<file path="src/rtl/pipeline_control.sv">
// Central stall/squash scheduler for the 7-stage pipeline.
// Combines the execute-stage redirect, decode load-use hazard, memory-busy
// freeze and debug halt/resume into per-stage stall and bubble controls,
// sequences the halt drain and keeps stall/flush performance counters.
//
// Ports:
//   clock         system clock
//   reset         asynchronous active-low reset
//   redirect      resolve stage takes a jump/branch this cycle
//   hazard_req    decode operand not ready; hold younger stages, bubble resolve stage
//   mem_busy      multi-cycle memory op in flight; freeze whole pipeline
//   halt_req      debug halt request (level)
//   resume        leave halted state (pulse)
//   stall         per-stage hold (bit i = stage i+1), combinational
//   bubble        per-stage valid-clear on next load, combinational
//   halted        pipeline empty and frozen
//   stall_cycles  cycles with any stall bit set, wraps
//   flush_count   accepted redirects, wraps
module pipeline_control #(
  parameter int unsigned NUM_STAGES    = 7,
  parameter int unsigned RESOLVE_STAGE = 3,
  parameter int unsigned FLUSH_SHADOW  = 1
) (
  input  logic                  clock,
  input  logic                  reset,
  input  logic                  redirect,
  input  logic                  hazard_req,
  input  logic                  mem_busy,
  input  logic                  halt_req,
  input  logic                  resume,
  output logic [NUM_STAGES-1:0] stall,
  output logic [NUM_STAGES-1:0] bubble,
  output logic                  halted,
  output logic [31:0]           stall_cycles,
  output logic [15:0]           flush_count
);

  localparam int unsigned SHD_W = (FLUSH_SHADOW > 0) ? $clog2(FLUSH_SHADOW + 1) : 1;
  localparam int unsigned DRN_W = $clog2(NUM_STAGES);

  // Stages younger than the resolve stage: squashed on redirect, held on hazard.
  localparam logic [NUM_STAGES-1:0] YOUNG_MASK = NUM_STAGES'((2 ** (RESOLVE_STAGE - 1)) - 1);
  // Resolve stage itself: bubbled while the hazard holds the younger stages.
  localparam logic [NUM_STAGES-1:0] RES_MASK   = NUM_STAGES'(2 ** (RESOLVE_STAGE - 1));

  typedef enum logic [1:0] {
    RUN    = 2'd0,
    DRAIN  = 2'd1,
    HALTED = 2'd2
  } state_t;

  state_t           state, state_nxt;
  logic [SHD_W-1:0] shd, shd_nxt;
  logic [DRN_W-1:0] drn, drn_nxt;
  logic             flush_inc;

  // State, shadow and drain counters, plus performance counters.
  always_ff @(posedge clock or negedge reset) begin
    if (!reset) begin
      state        <= RUN;
      shd          <= '0;
      drn          <= '0;
      stall_cycles <= '0;
      flush_count  <= '0;
    end else begin
      state <= state_nxt;
      shd   <= shd_nxt;
      drn   <= drn_nxt;
      if (|stall) stall_cycles <= stall_cycles + 32'd1;
      if (flush_inc) flush_count <= flush_count + 16'd1;
    end
  end

  // Next state and per-stage controls.
  always_comb begin
    state_nxt = state;
    shd_nxt   = shd;
    drn_nxt   = drn;
    flush_inc = 1'b0;
    stall     = '0;
    bubble    = '0;

    if (!reset) begin
      bubble = '1;
    end else if (state == HALTED || mem_busy) begin
      // Full freeze: resolve stage holds and re-presents redirect/hazard later.
      stall = '1;
    end else begin
      if (redirect) begin
        // Hazarding instruction is squashed, so a concurrent hazard is dropped.
        bubble = bubble | YOUNG_MASK;
      end else if (hazard_req) begin
        stall  = stall | YOUNG_MASK;
        bubble = bubble | RES_MASK;
      end
      // Fetch latency shadow after a redirect keeps stage 1 invalid.
      if (shd != '0) bubble[0] = 1'b1;
      if (state == DRAIN) begin
        stall[0]  = 1'b1;
        bubble[1] = 1'b1;
      end
    end

    if (!mem_busy) begin
      if (state == HALTED) begin
        if (resume) state_nxt = RUN;
      end else begin
        if (redirect) begin
          shd_nxt   = SHD_W'(FLUSH_SHADOW);
          flush_inc = 1'b1;
        end else if (shd != '0) begin
          shd_nxt = shd - SHD_W'(1);
        end
        case (state)
          RUN: begin
            if (halt_req) begin
              state_nxt = DRAIN;
              drn_nxt   = DRN_W'(NUM_STAGES - 1);
            end
          end
          DRAIN: begin
            drn_nxt = drn - DRN_W'(1);
            if (drn == DRN_W'(1)) state_nxt = HALTED;
          end
          default: ;
        endcase
      end
    end
  end

  assign halted = (state == HALTED);

endmodule

</file>
<file path="config.mk">
export PLATFORM = sky130hd
export DESIGN_NAME = pipeline_control
export DESIGN_NICKNAME = d
export VERILOG_FILES = /design/src/rtl/pipeline_control.sv
export SDC_FILE = /design/constraint.sdc
export NUM_CORES = 1
export LEC_CHECK = 0
export ABC_AREA = 1
export CORE_ASPECT_RATIO = 1.5
export CORE_MARGIN = 1.5
export CORE_UTILIZATION = 25
export DETAILED_ROUTE_END_ITERATION = 8
export PLACE_DENSITY = 0.43
export SYNTH_ARGS = -nofsm -noshare
export SYNTH_HDL_FRONTEND = slang
export SYNTH_SLANG_ARGS = --single-unit
</file>
<file path="constraint.sdc">
create_clock -name clock -period 1.8 [get_ports clock]
set_input_delay 0.18 -clock clock [delete_from_list [all_inputs] [get_ports clock]]
set_output_delay 0.18 -clock clock [all_outputs]
set_load 0.02 [all_outputs]
</file>
==> reports/results.txt <==
Status: completed
Nets: 531
Placed cell count: 659
Congestion Overflow GR: 0
Avg WL per Cell: 12.7 um
Post-route ant nets: 0
Initial antenna violation count: 0
Minimum clock period: 1750 ps
Unique cell type count in the Yosys netlist: 29
Slew of the pin with the lowest slew margin: 485 ps
Power per cell area: 953 nW/um2
WP data required: 1990 ps
I/O pin cnt: 70
Cells after synthesis: 421
Slew Limit Fails: 0
CTS buffer count: 5
Finished Cell Area: 4470 um2
Vias in the first global route: 2881
Final Non-Filler Cells: 673
Post-synth EDFFs: 0
Die Span Y: 143 um
Met2 GRT Util: 25.5%
Row cnt: 50
Routed vias/inst: 4.33
Crit-path max FO: 5
DRC viols: 0
Post-DP HPWL: 6660 um
Final Hold Vio Count: 0
WS Path Type: reg -> reg
Yosys top cell area share: 41.5%
Routing usage on met3: 2.56%
Syn nets: 436
Starting Density: 25.9%
Seq/Total Area, Yosys: 41.5%
Final wirelength: 8560 um
Maximum vdd ir drop: 493 uV
Final TNS setup: 0 ps
PortBufs: 69
Startpoint types: flip-flop
Hold Crit Class: in -> async
Total track usage: 13.3%
Drt first pass iters: 4
Mapped Avg Cell Area: 7.73 um2
Worst-case clock buffer depth: 2
Die Span X: 96.1 um
GPL Wtd Cong: 0.848
Slew HR: 67.7%
Die area: 13700 um2
Crit end category: flip-flop
Max Freq: 0.571 GHz
Layout Skew: 9.96 ps
Clock Latency Late Sink: 300 ps
DR iter-0 viols: 134
H-tree depth: 2
Mapped cell area: 3250 um2
Top cells by area, synth: dfrtp_1 (42%), nand2_1 (14%), inv_1 (6.7%)
Pwr Total: 4.26 mW
First-pass GRT wire length: 14000 um
Leading area contributor after synthesis: dfrtp_1
GR met1 Demand/Resource: 14.5%
Core Util, Final: 35.6%
Max-cap violation count: 0
RSZ-0062 raised after global routing: true
Setup WS pre-CTS: -49.3 ps
# setup viols final: 0
Final WS setup: 48.4 ps
FFs w/ async S/R, synth: 100%
Grt peak-use layer: met2
#FFs+latches synth: 54
Top-count cell post-synth: nand2_1
Leakage power: 2.04 nW
Final Cycle Share: 97.3%
Post-place instance area: 4230 um2
Total core area: 12600 um2
Vias: 2915
N_diodes: 0
Largest net degree at the start of global routing: 36
Ys flop type: dfrtp_1
Clock Sinks: 54
Worst hold slack: 348 ps
Arr. time, crit path: 1940 ps
Synthesis Warnings: 0
Clock slew at reported path FFs: 70 ps
Synth cell count leaders: nand2_1 (117), inv_1 (58), dfrtp_1 (54)
CTS tree: yes
Root Buffer: clkbuf_16
Area Overhead vs Synth: 37.4%
Share of cells above drive strength 1: 16.6%
-- cells by family after synthesis --
| kind of cell | share of synthesized area, % |
|---|---|
| buffers and inverters | 9.73 |
| DFF | 41.5 |
| and+or+nand+nor | 34.7 |
| AOI/OAI and AO/OA | 2.62 |
| xor gates and xnor gates | 8.35 |
| adders and majority gates | 3.08 |
-- final cells by class --
class                           instances  area (um2)
Fill cell                            1351        8100
Multi-Input combinational cell        292        1650
Sequential cell                        54        1350
Timing Repair Buffer                   97         867
Inverter                               66         248
Tap cell                              156         195
Clock buffer                            7         133
Clock inverter                          1        30.0
-- what timing repair did --
action | 4_1_cts | 5_1_grt
pin swaps | 0 | 6
setup endpoints to repair | 11 | 26
buffers inserted | 0 | 4
hold buffers | 2 | 0
endpoints found under the hold margin | 2 | 0
resized for setup | 17 | 32
-- flip-flops by register name, summed over array words and instances, names as in the netlist --
register	count
stall_cycles	32
flush_count	16
drn	3
state	2
shd	1
-- layer usage --
metal	routed length (um)	part of all wire, %	vias to the layer above
met5	0	0	-
met4	105	1.2	0
met3	323	3.8	5
met2	4680	55	57
met1	3440	40	1373
li1	-	-	1480
-- critical path: stages, from the launching register on --
cell,delay (ps)
dfrtp_1,420
ha_4,180
buf_6,110
nor2_4,130
buf_6,130
nand2_8,60
nor2_4,120
nand2_2,80
nor2_4,190
nand2_1,90
xor2_1,140
-- cells in the final DEF, fill, tap and decap left out, drive strengths merged --
master         count
o211ai             1
nor3              10
clkbuf            15
xnor2             12
clkdlybuf4s15      1
buf               28
nand3             32
dlygate4sd3        2
a21oi              3
xor2              19
bufinv             1
dlygate4sd2        1
ha                 8
o21ai              8
inv               65
clkinv             1
nor2              60
a22oi              2
nand4             10
dfrtp             54
nand2            125
clkdlybuf4s50     57
nand3b             1
o21bai             1
-- where the power goes --
part	switching (mW)	internal (mW)	leakage, nW	total [mW]
Clock	0.452	0.660	0.0781	1.11
Combinational	0.862	0.694	1.29	1.56
Sequential	0.201	1.39	0.671	1.59
Total	1.52	2.75	2.04	4.26
-- final timing paths --
| path | cells after the start | endpoint | start | slack (ps) |
|---|---|---|---|---|
| setup / recovery | 10 | flush_count[10]$_DFFE_PN0P_ | state[1]$_DFFE_PN0P_ | 50 |
| setup reg to reg | 10 | flush_count[10]$_DFFE_PN0P_ | state[1]$_DFFE_PN0P_ | 50 |
| max in group asynchronous | 4 | stall_cycles[25]$_DFFE_PN0P_ | reset | 560 |
| hold reg to reg | 2 | stall_cycles[31]$_DFFE_PN0P_ | stall_cycles[31]$_DFFE_PN0P_ | 500 |
| min in group clock | 2 | stall_cycles[31]$_DFFE_PN0P_ | stall_cycles[31]$_DFFE_PN0P_ | 500 |
| hold / removal | 2 | state[1]$_DFFE_PN0P_ | reset | 350 |
(Power assumes the default switching activity.)
